===== config.mk =====
export PLATFORM = sky130hd
export DESIGN_NAME = axi4_mem_slave
export DESIGN_NICKNAME = d
export VERILOG_FILES = /design/src/rtl/axi4_pkg.sv /design/src/rtl/axi4_burst_addr.sv /design/src/rtl/axi4_mem_slave.sv
export SDC_FILE = /design/constraint.sdc
export NUM_CORES = 2
export LEC_CHECK = 0
export CAP_MARGIN = 40
export CORE_ASPECT_RATIO = 0.5
export CORE_MARGIN = 5
export CORE_UTILIZATION = 35
export DETAILED_ROUTE_END_ITERATION = 8
export PLACE_DENSITY = 0.63
export SLEW_MARGIN = 20
export SYNTH_ARGS = -nofsm -noshare
export SYNTH_HDL_FRONTEND = slang
export SYNTH_SLANG_ARGS = --single-unit

===== constraint.sdc =====
create_clock -name aclk -period 79.9 [get_ports aclk]
set_clock_uncertainty 0.1 [all_clocks]
set_input_delay 23.97 -clock aclk [delete_from_list [all_inputs] [get_ports aclk]]
set_output_delay 23.97 -clock aclk [all_outputs]
set_load 0.05 [all_outputs]

===== src/rtl/axi4_pkg.sv =====
`default_nettype none
// ============================================================================
// Module      : axi4_pkg
// Description : Shared AXI4 encodings, FSM state types and width defaults.
// Revision    : 1.0
// ============================================================================
package axi4_pkg;

  localparam int DATA_BYTES_DEF     = 4;
  localparam int ADDR_BYTES_DEF     = 1;
  localparam int NUM_ID_BITS_DEF    = 4;
  localparam int NUM_USER_BITS_DEF  = 4;

  typedef enum logic [1:0] {
    BURST_FIXED = 2'b00,
    BURST_INCR  = 2'b01,
    BURST_WRAP  = 2'b10,
    BURST_RSVD  = 2'b11
  } burst_e;

  typedef enum logic [1:0] {
    RESP_OKAY   = 2'b00,
    RESP_EXOKAY = 2'b01,
    RESP_SLVERR = 2'b10,
    RESP_DECERR = 2'b11
  } resp_e;

  typedef enum logic [1:0] {
    W_IDLE = 2'd0,
    W_DATA = 2'd1,
    W_RESP = 2'd2
  } wr_state_e;

  typedef enum logic {
    R_IDLE = 1'b0,
    R_DATA = 1'b1
  } rd_state_e;

endpackage
`default_nettype wire


===== src/rtl/axi4_burst_addr.sv =====
`default_nettype none
// ============================================================================
// Module      : axi4_burst_addr
// Description : Next-beat address generator for FIXED / INCR / WRAP bursts.
// Revision    : 1.0
// ============================================================================
module axi4_burst_addr
  import axi4_pkg::*;
#(
  parameter int AW = 8
) (
  input  logic [AW-1:0] addr,
  input  logic [2:0]    size,
  input  logic [7:0]    len,
  input  logic [1:0]    burst,
  output logic [AW-1:0] next_addr
);

  logic [AW-1:0] step;
  logic [AW-1:0] aligned;
  logic [AW-1:0] incr_addr;
  logic [AW-1:0] wrap_mask;
  logic          wrap_ok;

  always_comb begin
    step      = AW'(1) << size;
    aligned   = addr & ~(step - AW'(1));
    incr_addr = aligned + step;
    // Only the legal wrap lengths wrap; anything else degrades to INCR.
    wrap_ok   = (burst == BURST_WRAP) &&
                ((len == 8'd1) || (len == 8'd3) || (len == 8'd7) || (len == 8'd15));
    wrap_mask = ((AW'(len[3:0]) + AW'(1)) << size) - AW'(1);
    if (burst == BURST_FIXED) begin
      next_addr = addr;
    end else if (wrap_ok) begin
      next_addr = (addr & ~wrap_mask) | (incr_addr & wrap_mask);
    end else begin
      next_addr = incr_addr;
    end
  end

endmodule
`default_nettype wire


===== src/rtl/axi4_mem_slave.sv =====
`default_nettype none
// ============================================================================
// Module      : axi4_mem_slave
// Description : AXI4 memory slave with independent read and write channels.
// Revision    : 1.0
// ============================================================================
module axi4_mem_slave
  import axi4_pkg::*;
#(
  parameter int DATA_BYTES      = DATA_BYTES_DEF,
  parameter int ADDR_BYTES      = ADDR_BYTES_DEF,
  parameter int NUM_ID_BITS_P   = NUM_ID_BITS_DEF,
  parameter int NUM_USER_BITS_P = NUM_USER_BITS_DEF,
  localparam int AW = ADDR_BYTES * 8,
  localparam int DW = DATA_BYTES * 8
) (
  input  logic                       aclk,
  input  logic                       areset,
  // write address
  input  logic                       awvalid,
  output logic                       awready,
  input  logic [AW-1:0]              awaddr,
  input  logic [2:0]                 awsize,
  input  logic [1:0]                 awburst,
  input  logic [7:0]                 awlen,
  input  logic [NUM_ID_BITS_P-1:0]   awid,
  input  logic [3:0]                 awcache,
  input  logic [2:0]                 awprot,
  input  logic                       awlock,
  input  logic [3:0]                 awregion,
  input  logic [3:0]                 awqos,
  input  logic [NUM_USER_BITS_P-1:0] awuser,
  // write data
  input  logic                       wvalid,
  output logic                       wready,
  input  logic                       wlast,
  input  logic [DW-1:0]              wdata,
  input  logic [DATA_BYTES-1:0]      wstrb,
  input  logic [NUM_USER_BITS_P-1:0] wuser,
  // write response
  output logic                       bwvalid,
  input  logic                       bwready,
  output logic [1:0]                 bresp,
  output logic [NUM_ID_BITS_P-1:0]   bid,
  output logic [NUM_USER_BITS_P-1:0] buser,
  // read address
  input  logic                       arvalid,
  output logic                       aready,
  input  logic [AW-1:0]              araddr,
  input  logic [2:0]                 arsize,
  input  logic [1:0]                 arburst,
  input  logic [7:0]                 arlen,
  input  logic [NUM_ID_BITS_P-1:0]   arid,
  input  logic [3:0]                 arcache,
  input  logic [2:0]                 arprot,
  input  logic                       arlock,
  input  logic [3:0]                 arregion,
  input  logic [3:0]                 arqos,
  input  logic [NUM_USER_BITS_P-1:0] aruser,
  // read data
  output logic                       rvalid,
  input  logic                       rready,
  output logic                       rlast,
  output logic [DW-1:0]              rdata,
  output logic [1:0]                 rresp,
  output logic [NUM_ID_BITS_P-1:0]   rid,
  output logic [NUM_USER_BITS_P-1:0] ruser
);

  localparam int         OFF      = $clog2(DATA_BYTES);
  localparam int         NWORDS   = 2 ** (AW - OFF);
  localparam logic [2:0] MAX_SIZE = 3'(OFF);

  logic unused_inputs;
  assign unused_inputs = ^{awcache, awprot, awlock, awregion, awqos, awuser, wuser,
                           arcache, arprot, arlock, arregion, arqos, aruser};

  // Holds both address readies low until the first edge after reset release.
  logic ready_en_q;

  wr_state_e                 wr_state_q, wr_state_d;
  logic [AW-1:0]             waddr_q, waddr_d, waddr_nxt;
  logic [7:0]                wlen_q, wlen_d, wbeat_q, wbeat_d;
  logic [2:0]                wsize_q, wsize_d;
  logic [1:0]                wburst_q, wburst_d;
  logic [NUM_ID_BITS_P-1:0]  wid_q, wid_d;
  logic                      werr_q, werr_d;

  rd_state_e                 rd_state_q, rd_state_d;
  logic [AW-1:0]             raddr_q, raddr_d, raddr_nxt;
  logic [7:0]                rlen_q, rlen_d, rbeat_q, rbeat_d;
  logic [2:0]                rsize_q, rsize_d;
  logic [1:0]                rburst_q, rburst_d;
  logic [NUM_ID_BITS_P-1:0]  rid_q, rid_d;

  logic [DW-1:0]             mem_q [NWORDS];
  logic [DW-1:0]             mem_d [NWORDS];

  axi4_burst_addr #(.AW(AW)) u_waddr (
    .addr      (waddr_q),
    .size      (wsize_q),
    .len       (wlen_q),
    .burst     (wburst_q),
    .next_addr (waddr_nxt)
  );

  axi4_burst_addr #(.AW(AW)) u_raddr (
    .addr      (raddr_q),
    .size      (rsize_q),
    .len       (rlen_q),
    .burst     (rburst_q),
    .next_addr (raddr_nxt)
  );

  always_comb begin
    wr_state_d = wr_state_q;
    waddr_d    = waddr_q;
    wlen_d     = wlen_q;
    wbeat_d    = wbeat_q;
    wsize_d    = wsize_q;
    wburst_d   = wburst_q;
    wid_d      = wid_q;
    werr_d     = werr_q;
    mem_d      = mem_q;
    unique case (wr_state_q)
      W_IDLE: begin
        if (ready_en_q && awvalid) begin
          waddr_d    = awaddr;
          wlen_d     = awlen;
          wsize_d    = awsize;
          wburst_d   = awburst;
          wid_d      = awid;
          wbeat_d    = 8'd0;
          werr_d     = (awsize > MAX_SIZE);
          wr_state_d = W_DATA;
        end
      end
      W_DATA: begin
        if (wvalid) begin
          // Oversized beats are accepted but must leave memory untouched.
          for (int b = 0; b < DATA_BYTES; b++) begin
            if (wstrb[b] && (wsize_q <= MAX_SIZE)) begin
              mem_d[waddr_q[AW-1:OFF]][8*b +: 8] = wdata[8*b +: 8];
            end
          end
          waddr_d = waddr_nxt;
          wbeat_d = wbeat_q + 8'd1;
          if (wlast != (wbeat_q == wlen_q)) begin
            werr_d = 1'b1;
          end
          if (wbeat_q == wlen_q) begin
            wr_state_d = W_RESP;
          end
        end
      end
      W_RESP: begin
        if (bwready) begin
          wr_state_d = W_IDLE;
        end
      end
      default: wr_state_d = W_IDLE;
    endcase
  end

  always_comb begin
    rd_state_d = rd_state_q;
    raddr_d    = raddr_q;
    rlen_d     = rlen_q;
    rbeat_d    = rbeat_q;
    rsize_d    = rsize_q;
    rburst_d   = rburst_q;
    rid_d      = rid_q;
    unique case (rd_state_q)
      R_IDLE: begin
        if (ready_en_q && arvalid) begin
          raddr_d    = araddr;
          rlen_d     = arlen;
          rsize_d    = arsize;
          rburst_d   = arburst;
          rid_d      = arid;
          rbeat_d    = 8'd0;
          rd_state_d = R_DATA;
        end
      end
      R_DATA: begin
        if (rready) begin
          raddr_d = raddr_nxt;
          rbeat_d = rbeat_q + 8'd1;
          if (rbeat_q == rlen_q) begin
            rd_state_d = R_IDLE;
          end
        end
      end
      default: rd_state_d = R_IDLE;
    endcase
  end

  always_ff @(posedge aclk or posedge areset) begin
    if (areset) begin
      ready_en_q <= 1'b0;
      wr_state_q <= W_IDLE;
      waddr_q    <= '0;
      wlen_q     <= '0;
      wbeat_q    <= '0;
      wsize_q    <= '0;
      wburst_q   <= '0;
      wid_q      <= '0;
      werr_q     <= 1'b0;
      rd_state_q <= R_IDLE;
      raddr_q    <= '0;
      rlen_q     <= '0;
      rbeat_q    <= '0;
      rsize_q    <= '0;
      rburst_q   <= '0;
      rid_q      <= '0;
      for (int i = 0; i < NWORDS; i++) begin
        mem_q[i] <= '0;
      end
    end else begin
      ready_en_q <= 1'b1;
      wr_state_q <= wr_state_d;
      waddr_q    <= waddr_d;
      wlen_q     <= wlen_d;
      wbeat_q    <= wbeat_d;
      wsize_q    <= wsize_d;
      wburst_q   <= wburst_d;
      wid_q      <= wid_d;
      werr_q     <= werr_d;
      rd_state_q <= rd_state_d;
      raddr_q    <= raddr_d;
      rlen_q     <= rlen_d;
      rbeat_q    <= rbeat_d;
      rsize_q    <= rsize_d;
      rburst_q   <= rburst_d;
      rid_q      <= rid_d;
      mem_q      <= mem_d;
    end
  end

  assign awready = ready_en_q && (wr_state_q == W_IDLE);
  assign wready  = (wr_state_q == W_DATA);
  assign bwvalid = (wr_state_q == W_RESP);
  assign bresp   = (bwvalid && werr_q) ? RESP_SLVERR : RESP_OKAY;
  assign bid     = wid_q;
  assign buser   = '0;

  // Read data comes straight from the array, so a same-cycle write is not visible yet.
  assign aready  = ready_en_q && (rd_state_q == R_IDLE);
  assign rvalid  = (rd_state_q == R_DATA);
  assign rlast   = rvalid && (rbeat_q == rlen_q);
  assign rresp   = (rvalid && (rsize_q > MAX_SIZE)) ? RESP_SLVERR : RESP_OKAY;
  assign rid     = rid_q;
  assign rdata   = rvalid ? mem_q[raddr_q[AW-1:OFF]] : '0;
  assign ruser   = '0;

endmodule
`default_nettype wire


==> metrics.txt <==
vias per inst 5.35; final WL 253 mm; Final Max Tran Viols 0; core region area 279000 µm²; Fin Setup TNS 0 ns; Seq/Total Area, Yosys 0.541; Seq pwr share 0.424; Hold Crit Class reg -> reg; drt first pass iters 7; pre-CTS worst setup slack 49.81 ns; Worst Path Max Fanout 47; share of cells above drive strength 1 0.516; Seq cells post-synth 2119; met3 Usage GRT 0.0398; Routed WL per cell 24.7 µm; fin worst setup slack 49.30 ns; Max Cap Viol 0; cts hold-fix bufs 0; Leakage 52.6 nW; synthesized area 98000 µm²; worst rel slew slack 0.328; Rows 137; antenna violations before repair 4; die area 291000 µm²; RR Startpoint wr_state_q[1]; clock sink count 2119; dpl hpwl 163 mm; Power Dens Cells 29.7 nW/µm²; area of the multi-input gates 43000 µm²; Routed Antenna Nets 0; cells after synthesis 6217; post-layout min period 30.60 ns; GRT Overall Usage 0.174; RSZ-0062 raised after global routing false; global-route wire length before repair 387 mm; worst reg-to-reg path cell count 9; Die Y 384 µm; status finished, final reports clean; FMAX 0.0327 GHz; initial cell density of the core 0.351; NumNets Final 6458; WHS 0.380 ns; NetSw 1.03 mW; Hold Path Depth 2; Ys Warns 0; Root Driver clkbuf_16; met2 usage 0.274; Tcrit/Tclk final 0.383; Resized cells post-CTS 0; Starting DRT DRC Count 3798; register area 53000 µm²; # DRC 0; CTS tree yes; met1 Resource Use GR 0.244; ys async rst share 1.00; Main synth FF type dfrtp_1; worst slew pin tran 1.00 ns; crit end category output pin; WP data required 55.83 ns; global placement routability congestion 0.774; P_int 2.27 mW; Avg Inst Size Synth 15.8 µm²; # setup viols final 0; GR peak layer met2; most frequent cells in the layout dfrtp_1, mux2_2, mux4_2; post-CTS setup buffers 0; vias in the first global route 57300; total gr overflow 0; Die Wd 758 µm; Post-synth EDFFs 0; Layout area overhead 13.4%; WS Path Type reg -> out; pin count of the biggest net entering global routing 176; number of fill cells in the layout 25800; Worst-Skew Late Latency 0.80 ns; Max IR drop VDD 0.0000258 V; Switching Share 0.311; Clock H-tree levels 4; via count 54700; Combinational Power Share 0.274; post-synth cell types 70; CTS buffer count 206; worst path arrival time 6.53 ns; Critical Path Start Type flip-flop; Reg clk slew, reported paths 0.06 ns; Fin. Hold Viols 0; clock buffer depth 4; commonest non-fill, non-tap cell in the layout dfrtp_1; hold path startpoint rid[3]; I/O Buffers 141; clock network fraction of design power 0.302; # IOs 196
==> final timing paths <==
| check | to | slack, ns |
|---|---|---|
| max | rdata[18] | 49.30 |
| min | rid[3] | 0.38 |
| max reg2reg | mem_q[1620] | 75.62 |
| min reg2reg | rid[3] | 0.38 |
| max in group asynchronous | mem_q[193] | 51.61 |
| min in group asynchronous | mem_q[1501] | 23.65 |
==> power by group through the flow <==
stage / Sequential [mW] / Clock, mW / Combinational [mW]
final: 1.40 / 0.995 / 0.904
after global placement: 1.41 / 0 / 0.881
after global routing: 1.42 / 1.06 / 0.969
after CTS: 1.40 / 1.02 / 0.904
after detailed placement: 1.42 / 0 / 0.902
after floorplan: 1.36 / 0 / 0.696
==> through the flow <==
stage               power (mW)  instances  instance area (µm²)  utilization
floorplan                 2.06       6226                98000            -
global placement          2.29       9791               103000        0.370
detailed placement        2.32       9833               104000        0.373
CTS                       3.32      10200               111000        0.397
global route              3.45      10200               111000        0.398
finish                    3.29      10200               111000        0.398
==> flip-flops by register name, indices dropped and copies added, names as in the netlist, named ones only <==
register / count
bid: 4
mem_q: 2048
rbeat_q: 8
rburst_q: 2
ready_en_q: 1
rid: 4
rlen_q: 8
rsize_q: 3
rvalid: 1
wbeat_q: 8
wburst_q: 2
werr_q: 1
wlen_q: 8
wr_state_q: 2
wsize_q: 3
==> critical path, stage by stage, from the launching register on <==
cell and delay (ns):
dfrtp_4 0.89, buf_4 0.68, buf_4 0.73, buf_4 0.43
buf_16 0.30, mux4_2 0.39, mux4_2 0.55, mux4_2 0.60
and2_1 0.21, clkdlybuf4s50_1 0.70
==> cell type report <==
class / instances / area share
inverter: 25 / 0.000879
multi-input combinational: 3618 / 0.387
tap: 3753 / 0.0423
sequential: 2119 / 0.478
clock buffer: 292 / 0.0540
antenna: 6 / 0.000135
clock inverter: 74 / 0.00696
timing repair buffer: 332 / 0.0309
==> cells in the mapped netlist, types with 18 or more instances <==
cell type | number | share of area
inv_1 | 24 | 0.00092
nor2_1 | 119 | 0.0046
mux2i_1 | 18 | 0.0018
buf_2 | 60 | 0.0031
mux2_2 | 2075 | 0.24
nand3_1 | 19 | 0.00097
xnor2_1 | 31 | 0.0028
a21oi_1 | 34 | 0.0017
clkbuf_1 | 279 | 0.011
buf_1 | 92 | 0.0035
o21ai_0 | 46 | 0.0023
buf_4 | 26 | 0.0020
nand2_1 | 358 | 0.014
and2_1 | 34 | 0.0022
mux4_2 | 660 | 0.15
xor2_1 | 20 | 0.0018
dfrtp_1 | 2119 | 0.54
==> routing by layer <==
| metal | vias to the layer above | wire, µm | part of all wire |
|---|---|---|---|
| li1 | 23400 | - | - |
| met1 | 29800 | 113000 | 0.45 |
| met2 | 1088 | 118000 | 0.47 |
| met3 | 332 | 14900 | 0.059 |
| met4 | 4 | 6500 | 0.026 |
| met5 | - | 26 | 0.00010 |
==> cells by family after synthesis <==
| group | count (synthesis) | synth area share |
|---|---|---|
| multiplexers | 2753 | 0.392 |
| adder cells (fa/ha/maj) | 18 | 0.00238 |
| buffers and inverters | 489 | 0.0210 |
| AND/OR/NAND/NOR | 617 | 0.0272 |
| other | 2 | 0.0000767 |
| flip-flops | 2119 | 0.541 |
| AO/OA/AOI/OAI | 168 | 0.0115 |
| XOR/XNOR | 51 | 0.00456 |
Power figures use the tool's default switching activity.
